`config.mk`:
```
export PLATFORM = sky130hd
export DESIGN_NAME = immediate_encoder_flat
export DESIGN_NICKNAME = d
export VERILOG_FILES = /design/src/rtl/immediate_encoder_if.sv /design/src/rtl/immediate_encoder.sv /design/src/flat_wrapper.sv
export SDC_FILE = /design/constraint.sdc
export NUM_CORES = 1
export LEC_CHECK = 0
export BUFFER_PORTS_ARGS = -buffer_cell sky130_fd_sc_hd__buf_2
export CAP_MARGIN = 30
export CORE_ASPECT_RATIO = 2
export CORE_MARGIN = 8
export CORE_UTILIZATION = 49
export CTS_BUF_LIST = sky130_fd_sc_hd__clkbuf_4 sky130_fd_sc_hd__clkbuf_8 sky130_fd_sc_hd__clkbuf_16
export DETAILED_ROUTE_END_ITERATION = 12
export PLACE_DENSITY = 0.76
export SLEW_MARGIN = 20
export SYNTH_ARGS = -nofsm -noshare
export SYNTH_HDL_FRONTEND = slang
export SYNTH_SLANG_ARGS = --single-unit
```
`constraint.sdc`:
```
create_clock -name clk -period 2.3 [get_ports clk]
set_clock_uncertainty 0.1 [all_clocks]
set_input_delay 0.46 -clock clk [delete_from_list [all_inputs] [get_ports clk]]
set_output_delay 0.46 -clock clk [all_outputs]
set_load 0.02 [all_outputs]
```
`src/rtl/immediate_encoder_if.sv`:
```
// rtl/immediate_encoder_if.sv - request/response bundle for the immediate encoder
interface immediate_encoder_if;
    logic [2:0]  format_i;
    logic [31:0] immediate_i;
    logic [31:0] base_i;
    logic        valid_i;
    logic        ready_o;
    logic        clear_i;
    logic [31:0] instruction_o;
    logic [31:0] address_o;
    logic        error_o;
    logic        valid_o;
    logic        ready_i;
    logic [7:0]  err_count_o;

    modport master (
        output format_i, immediate_i, base_i, valid_i, clear_i, ready_i,
        input  ready_o, instruction_o, address_o, error_o, valid_o, err_count_o
    );

    modport slave (
        input  format_i, immediate_i, base_i, valid_i, clear_i, ready_i,
        output ready_o, instruction_o, address_o, error_o, valid_o, err_count_o
    );
endinterface

```
`src/rtl/immediate_encoder.sv`:
```
// rtl/immediate_encoder.sv - packs an immediate into an instruction word and emits it with an address
module immediate_encoder #(
    parameter logic [31:0] START_ADDR = 32'h0040_0000
) (
    input logic               clk,
    input logic               reset,
    immediate_encoder_if.slave bus
);
    localparam logic [31:0] NOP = 32'h0000_0013;

    typedef enum logic [1:0] {IDLE, ENCODE, OUTPUT} state_t;

    state_t      state;
    logic [2:0]  fmt_q;
    logic [31:0] imm_q;
    logic [31:0] base_q;
    logic        ready_q;
    logic        valid_q;
    logic        err_q;
    logic [31:0] instr_q;
    logic [31:0] addr_q;
    logic [7:0]  cnt_q;
    logic [31:0] enc_word;
    logic        enc_err;

    assign bus.ready_o       = ready_q;
    assign bus.valid_o       = valid_q;
    assign bus.error_o       = err_q;
    assign bus.instruction_o = instr_q;
    assign bus.address_o     = addr_q;
    assign bus.err_count_o   = cnt_q;

    // Scatter the immediate; an immediate that would not decode back to itself yields a NOP.
    always_comb begin
        enc_word = base_q;
        enc_err  = 1'b0;
        case (fmt_q)
            3'd0: enc_err = 1'b0;
            3'd1: begin
                enc_word[31:20] = imm_q[11:0];
                enc_err = !((&imm_q[31:11]) || !(|imm_q[31:11]));
            end
            3'd2: begin
                enc_word[31:25] = imm_q[11:5];
                enc_word[11:7]  = imm_q[4:0];
                enc_err = !((&imm_q[31:11]) || !(|imm_q[31:11]));
            end
            3'd3: begin
                enc_word[31]    = imm_q[12];
                enc_word[30:25] = imm_q[10:5];
                enc_word[11:8]  = imm_q[4:1];
                enc_word[7]     = imm_q[11];
                enc_err = !((&imm_q[31:12]) || !(|imm_q[31:12])) || imm_q[0];
            end
            3'd4: begin
                enc_word[31:12] = imm_q[31:12];
                enc_err = |imm_q[11:0];
            end
            3'd5: begin
                enc_word[31]    = imm_q[20];
                enc_word[30:21] = imm_q[10:1];
                enc_word[20]    = imm_q[11];
                enc_word[19:12] = imm_q[19:12];
                enc_err = !((&imm_q[31:20]) || !(|imm_q[31:20])) || imm_q[0];
            end
            default: enc_err = 1'b1;
        endcase
        if (enc_err) begin
            enc_word = NOP;
        end
    end

    always_ff @(posedge clk) begin
        if (!reset) begin
            state   <= IDLE;
            fmt_q   <= 3'd0;
            imm_q   <= 32'd0;
            base_q  <= 32'd0;
            ready_q <= 1'b1;
            valid_q <= 1'b0;
            err_q   <= 1'b0;
            instr_q <= 32'd0;
            addr_q  <= START_ADDR;
            cnt_q   <= 8'd0;
        end else begin
            case (state)
                IDLE: begin
                    if (bus.clear_i) begin
                        addr_q <= START_ADDR;
                        cnt_q  <= 8'd0;
                    end
                    if (bus.valid_i) begin
                        fmt_q   <= bus.format_i;
                        imm_q   <= bus.immediate_i;
                        base_q  <= bus.base_i;
                        ready_q <= 1'b0;
                        state   <= ENCODE;
                    end
                end
                ENCODE: begin
                    instr_q <= enc_word;
                    err_q   <= enc_err;
                    valid_q <= 1'b1;
                    state   <= OUTPUT;
                end
                OUTPUT: begin
                    // Rejected words do not consume an address slot.
                    if (bus.ready_i) begin
                        valid_q <= 1'b0;
                        ready_q <= 1'b1;
                        state   <= IDLE;
                        if (err_q) begin
                            if (cnt_q != 8'd255) begin
                                cnt_q <= cnt_q + 8'd1;
                            end
                        end else begin
                            addr_q <= addr_q + 32'd4;
                        end
                    end
                end
                default: state <= IDLE;
            endcase
        end
    end
endmodule

```
`src/flat_wrapper.sv`:
```
// flat-port wrapper written by rule: the top's interface ports become plain ports
module immediate_encoder_flat 
#(
    parameter logic [31:0] START_ADDR = 32'h0040_0000
)
  (clk, reset, bus_format_i, bus_immediate_i, bus_base_i, bus_valid_i, bus_clear_i, bus_ready_i, bus_ready_o, bus_instruction_o, bus_address_o, bus_error_o, bus_valid_o, bus_err_count_o);
  immediate_encoder_if bus_i ();
  input logic clk;
  input logic reset;
  input wire logic [$bits(bus_i.format_i)-1:0] bus_format_i;
  input wire logic [$bits(bus_i.immediate_i)-1:0] bus_immediate_i;
  input wire logic [$bits(bus_i.base_i)-1:0] bus_base_i;
  input wire logic [$bits(bus_i.valid_i)-1:0] bus_valid_i;
  input wire logic [$bits(bus_i.clear_i)-1:0] bus_clear_i;
  input wire logic [$bits(bus_i.ready_i)-1:0] bus_ready_i;
  output wire logic [$bits(bus_i.ready_o)-1:0] bus_ready_o;
  output wire logic [$bits(bus_i.instruction_o)-1:0] bus_instruction_o;
  output wire logic [$bits(bus_i.address_o)-1:0] bus_address_o;
  output wire logic [$bits(bus_i.error_o)-1:0] bus_error_o;
  output wire logic [$bits(bus_i.valid_o)-1:0] bus_valid_o;
  output wire logic [$bits(bus_i.err_count_o)-1:0] bus_err_count_o;
  assign bus_i.format_i = bus_format_i;
  assign bus_i.immediate_i = bus_immediate_i;
  assign bus_i.base_i = bus_base_i;
  assign bus_i.valid_i = bus_valid_i;
  assign bus_i.clear_i = bus_clear_i;
  assign bus_i.ready_i = bus_ready_i;
  assign bus_ready_o = bus_i.ready_o;
  assign bus_instruction_o = bus_i.instruction_o;
  assign bus_address_o = bus_i.address_o;
  assign bus_error_o = bus_i.error_o;
  assign bus_valid_o = bus_i.valid_o;
  assign bus_err_count_o = bus_i.err_count_o;
  immediate_encoder #(.START_ADDR(START_ADDR)) u_core (.clk(clk), .reset(reset), .bus(bus_i));
endmodule
```
* Word-level counts from Yosys, hierarchy flattened
Index checks and enable logic that the tools add are counted.
Cells by class: equal/unequal tests 14, reduce and logical (&&, ||, !) cells 30, add/sub/neg operators 2, muxes and demuxes 23
Operators by type and width (number):
- 2-to-1 mux 32 bit | 4
- one-hot mux 32 bit (2 select lines) | 1
- 2-to-1 mux 8 bit | 5
- adder 32 x 3 -> 32 bit, second input constant | 1
- one-hot mux 7 bit (4 select lines) | 1
- OR reduction 12 bit | 2
- AND reduction 21 bit | 1
- OR reduction 21 bit | 1
- AND reduction 20 bit | 1
- OR reduction 20 bit | 1
- one-hot mux 8 bit (2 select lines) | 1
- one-hot mux 5 bit (3 select lines) | 1
- AND reduction 12 bit | 1
- one-hot mux 5 bit (2 select lines) | 1
- adder 8 x 1 -> 8 bit, second input constant | 1
- inequality test 2 bit, second input constant | 4
- inequality test 8 bit, second input constant | 1
- == test 3 x 2 -> 1 bit, second input constant | 2
- == test 3 bit, second input constant | 2
- logical NOT 1 bit | 6
- one-hot mux 2 bit (3 select lines) | 1
- AND reduction 2 bit | 3
- logical OR 1 bit | 5
- one-hot mux 1 bit (5 select lines) | 1
- other kinds (14) | 21
Word-level totals: register bits 144, input port bits 72, output and inout port bits 75, logic and storage cells 79

* Logic depth before layout (Yosys ltp)
depth in word-level cells 7, gate-level depth with buffers 8, gate-level depth less buffers 6

* Worst setup path before layout
Ideal clock, no wire load.
path kind register to register, from register u_core.err_q (netlist: u_core.bus.error_o), to register u_core.addr_q[24] (netlist: u_core.bus.address_o[24]), buffers on the path 1, slack -0.028 ns, arrival time 2.157 ns, cell stages (with the launch flop) 7, clock period less this slack 2.328 ns, data required time 2.130 ns, path through dfxtp_1 -> nand3b_2 -> a2111o_1 -> or4_1 -> buf_2 -> or3_1 -> a21oi_1
Between the ends: cells in the longest elaborated chain, start to end 2
Ends and longest elaborated chain:
- from (decl) | line immediate_encoder.sv:19 | logic err_q;
- from (signal assigned) | line immediate_encoder.sv:102 | err_q <= enc_err;
- inequality test 2 bit (no source line)
- AND reduction 4 bit (no source line)
- to (signal assigned) | line immediate_encoder.sv:117 | addr_q <= addr_q + 32'd4;
- to (decl) | line immediate_encoder.sv:21 | logic [31:0] addr_q;
Every way passes these cells. A chain may end at the register's enable or synchronous reset.

* Worst setup path in the final report
from register u_core.err_q (netlist: u_core.bus.error_o), to register u_core.addr_q[30] (netlist: u_core.bus.address_o[30])
Same word-level chain as after synthesis.

==> results.txt <==
----------------------------------------------------
[Power]
  Total power divided by cell area ... 756.3 mW/mm²
  Leak Pwr ... 3.238 nW
  Worst voltage drop across the vdd grid ... 0.5945 mV
  Final Power ... 0.006143 W

[Setup path]
  Worst setup path class ... register to register
  CP max FO ... 7
  Crit path cell chain ... nand3b_2 > a2111o_1 > or4_4 > or3_1 > a21oi_2
  WP data required ... 2.55 ns
  Startpoint of the most critical register-to-register path ... u_core.bus.error_o$_SDFFE_PN0P_
  Delay contributed by the slowest stage of the critical path ... 0.57 ns
  Worst setup slack for register-to-register paths ... 0.07 ns
  R2r endpoint ... u_core.bus.address_o[30]$_SDFFE_PN0P_
  Arrival time at the worst endpoint ... 2.48 ns
  Critical path endpoint category ... register
  Worst Reg2Reg Path Length in Cells ... 5
  Startpoint class of the critical path ... register
  Standard cell with the maximum stage delay on the critical path ... sky130_fd_sc_hd__or4_4

[Synthesis]
  Cells taking the most area after synthesis ... sky130_fd_sc_hd__dfxtp_1, sky130_fd_sc_hd__nand2_1, sky130_fd_sc_hd__a21boi_0
  Share of the synthesized area in the top cell type ... 44.31%
  Mux contribution to synthesized area ... 3.062%
  Post-synth top area cell ... sky130_fd_sc_hd__dfxtp_1
  Synthesized-area fraction occupied by adder cells ... 0.3900%
  Fraction of registers with async set/reset ... 0%
  Count of flip-flops with a built-in enable after synthesis ... 0
  Synth Area in Compound Gates ... 21.63%
  Post-Synthesis Cell Area ... 0.006416 mm²
  Cell count after synthesis ... 781
  Xor/xnor cell area share of the yosys netlist ... 2.730%
  Average instance area after synthesis ... 8.215 µm²
  Synthesized flop and latch total ... 142
  Post-synthesis cell type count ... 54
  Proportion of synthesized chip area in sequential cells ... 44.31%
  Warnings from Yosys ... 0
  Simple logic cell fraction of the synthesized area ... 23.36%
  Largest family of logic cells by synthesized area ... simple AND/OR/NAND/NOR gates
  Dominant synthesized flop cell ... sky130_fd_sc_hd__dfxtp_1

[Clock network]
  Master cell of the clock root buffer ... sky130_fd_sc_hd__clkbuf_16
  Clock-pin slew of the registers on the worst-case setup and hold paths ... 0.06 ns
  CTS sink count ... 142
  Maximum clock path buffer count ... 2
  CTS H-tree depth ... 4
  TritonCTS clock tree ... yes
  Number of hold buffers added after cts ... 0
  Clock buffers created by TritonCTS ... 17
  Worst-skew pair later-pin latency ... 0.41 ns

[Hold path]
  End point of the worst hold path ... u_core.imm_q[8]$_SDFFE_PN0P_
  Class of the worst hold path ... input pin to register
  Min-delay src ... bus_immediate_i[8]
  Min-Delay Path Depth ... 3

[Finish]
  Nets@finish ... 1,000
  Non-Filler Instances ... 1,091
  Share of cells above drive strength 1 ... 26.30%
  Diode insertion count for antenna repair ... 0
  Syn-to-layout area delta ... 26.58%
  Finished Core Util ... 62.87%

[STA]
  Unrepaired setup endpoints after global routing ... false
  Final critical delay including setup and external delays ... 2.232 ns
  Final Cycle Share ... 97.06%
  Number of failing hold endpoints at the final stage ... 0
  Highest achievable clock rate ... 448.0 MHz
  Normalized max-slew margin ... 55.30%
  Setup-failing EPs final ... 0
  Number of max-slew violations in the final report ... 0
  Slew at the pin closest to its max-slew limit ... 0.6705 ns

[Floorplanning]
  Overall die area ... 0.01723 mm²
  Core area ... 0.01292 mm²
  Row cnt ... 59
  Die boundary width ... 96.92 µm
  Vert. Die Dim ... 177.8 µm
  IO Count ... 147
  Effective utilization at floorplan ... 49.67%

[Placement]
  Gp weighted congestion ... 0.8800
  Port Buffer Count ... 144
  Cell count after placement ... 1,057
  Final HPWL DP ... 13.22 mm

[Job]
  Reported max-cap violation count ... 0

[GRT]
  Via count of the first global-routing pass ... 5,985
  Initial antenna violation count ... 0
  First-pass GRT wire length ... 29.19 mm
  Largest net degree at the start of global routing ... 68
  Overall track demand over capacity in global routing ... 20.56%
  Total overflow reported by the global router ... 0

[Route]
  Remaining DRCs ... 0
  Violation count after the first detailed-route iteration ... 295
  Drt first pass iters ... 6
  Via-per-instance ratio ... 5.608
  Via count ... 6,118
  Drt total wl ... 17.90 mm
  Number of antenna-violating nets in the routed design ... 0
  Average detailed-routed wire length per instance ... 16.40 µm

[Status]
  Status ... finished clean

----------------------------------------------------
==> area by class of cell <==
type                    count  area (µm²)
clock buffers              17       425.4
clock inverters            15       183.9
fillers                  1154        4797
inverters                  11       41.29
multi-input cells         566        3332
flip-flops and latches    142        2845
well taps                 152       190.2
repair buffers            188        1104
==> flip-flops by register name, summed over array words and instances, names as in the netlist <==
register,flops
u_core.bus.error_o,1
u_core.bus.valid_o,1
u_core.state,2
u_core.bus.ready_o,1
u_core.base_q,32
u_core.bus.err_count_o,8
u_core.imm_q,32
u_core.bus.instruction_o,32
u_core.bus.address_o,30
u_core.fmt_q,3
==> synthesized netlist by cell type (all sizes together), types with 2 or more instances <==
cell type  number
a2111o          2
a2111oi         2
a211oi          5
a21boi         68
a21o            2
a21oi          18
a22oi           4
and2            3
and3            6
and4            2
buf             6
clkbuf         57
dfxtp         142
ha              2
inv            11
mux2           13
mux2i           5
nand2         167
nand2b          5
nand3          62
nand3b          3
nand4          11
nor2           26
nor2b           4
nor3           12
nor4           10
o2111ai         7
o21a            5
o21ai          28
o221ai          6
o22ai           7
o31a            3
o31ai          32
or3            11
or4             2
xnor2          18
xor2            2
==> cells in the final DEF (no fill, tap or decap), types with 3 or more instances in the layout <==
cell,synthesis,layout
sky130_fd_sc_hd__a22oi_1,4,4
sky130_fd_sc_hd__a211oi_1,5,4
sky130_fd_sc_hd__or3_1,11,11
sky130_fd_sc_hd__nand2_1,167,166
sky130_fd_sc_hd__nor4_1,10,10
sky130_fd_sc_hd__nor2_1,26,26
sky130_fd_sc_hd__o2111ai_1,7,7
sky130_fd_sc_hd__buf_2,1,143
sky130_fd_sc_hd__bufinv_16,0,3
sky130_fd_sc_hd__clkinv_4,0,3
sky130_fd_sc_hd__o22ai_1,7,7
sky130_fd_sc_hd__o21ai_0,24,24
sky130_fd_sc_hd__nand3_1,62,62
sky130_fd_sc_hd__a21oi_1,18,17
sky130_fd_sc_hd__nor3_1,12,11
sky130_fd_sc_hd__mux2_2,13,13
sky130_fd_sc_hd__inv_6,0,3
sky130_fd_sc_hd__xnor2_1,18,18
sky130_fd_sc_hd__clkinv_2,0,3
sky130_fd_sc_hd__o221ai_1,6,6
sky130_fd_sc_hd__inv_1,11,11
sky130_fd_sc_hd__a21boi_0,51,51
sky130_fd_sc_hd__nand2b_1,5,5
sky130_fd_sc_hd__a21boi_1,17,17
sky130_fd_sc_hd__nor2b_1,4,4
sky130_fd_sc_hd__clkbuf_16,0,17
sky130_fd_sc_hd__and3_1,6,6
sky130_fd_sc_hd__nand4_1,11,11
sky130_fd_sc_hd__buf_12,0,4
sky130_fd_sc_hd__o31a_1,3,3
sky130_fd_sc_hd__mux2i_1,5,5
sky130_fd_sc_hd__buf_4,2,41
sky130_fd_sc_hd__o21a_1,5,5
sky130_fd_sc_hd__o31ai_1,32,32
sky130_fd_sc_hd__o21ai_1,4,4
sky130_fd_sc_hd__dfxtp_1,142,140
==> metal layers <==
layer	wire length, µm	share of wire (%)	vias to the layer above	track usage, %
met2	9872	55	173	38.85
met3	759	4.2	34	4.250
met4	533	3.0	0	10.26
met5	0	0	-	0
li1	-	-	3049	-
met1	6730	38	2862	20.62
==> where the power goes <==
group	switching, W	internal, W
logic	0.000399	0.000269
registers	0.0000878	0.00256
clock network	0.00110	0.00172
==> worst max-delay path, delay by kind of cell (launching register included) <==
kind / cells / cell delay (ns)
flops: 1 / 0.31
simple gates: 3 / 1.18
compound gates: 2 / 0.59
==> stage by stage <==
step	area [µm²]	hold slack, ns	setup TNS (ns)	setup slack [ns]
floorplan	6422	0.3388	0	0.004874
global placement	7483	0.3486	-0.4642	-0.1182
detailed placement	7483	0.3559	-0.5469	-0.1310
CTS	8093	0.1674	0	0.007881
global route	8122	0.1642	0	0.01613
finish	8122	0.1749	0	0.06770
==> repair_timing <==
action / in CTS / in global routing
setup endpoints to repair: 0 / 24
hold endpoints to repair: 0 / 0
gates resized for setup: 0 / 4
setup buffers: 0 / 2
==> worst max path at each step <==
stage	start	end	slack [ns]	cells past startpoint
final	u_core.bus.error_o$_SDFFE_PN0P_	u_core.bus.address_o[30]$_SDFFE_PN0P_	0.07	5
after global routing	u_core.bus.error_o$_SDFFE_PN0P_	u_core.bus.address_o[30]$_SDFFE_PN0P_	0.02	5
after CTS	u_core.bus.error_o$_SDFFE_PN0P_	u_core.bus.address_o[24]$_SDFFE_PN0P_	0.008	5
after detailed placement	bus_ready_i	u_core.bus.address_o[30]$_SDFFE_PN0P_	-0.13	6
after global placement	bus_ready_i	u_core.bus.address_o[26]$_SDFFE_PN0P_	-0.12	6
after floorplan	u_core.bus.address_o[3]$_SDFFE_PN0P_	u_core.bus.address_o[24]$_SDFFE_PN0P_	0.005	7
==> cell families after synthesis <==
kind of cell / Yosys count
and+or+nand+nor: 328
AOI/OAI and AO/OA: 196
DFF: 142
buffers and inverters: 74
xor gates and xnor gates: 20
muxes: 18
adders and majority gates: 2
other: 1
(Power assumes the default switching activity.)
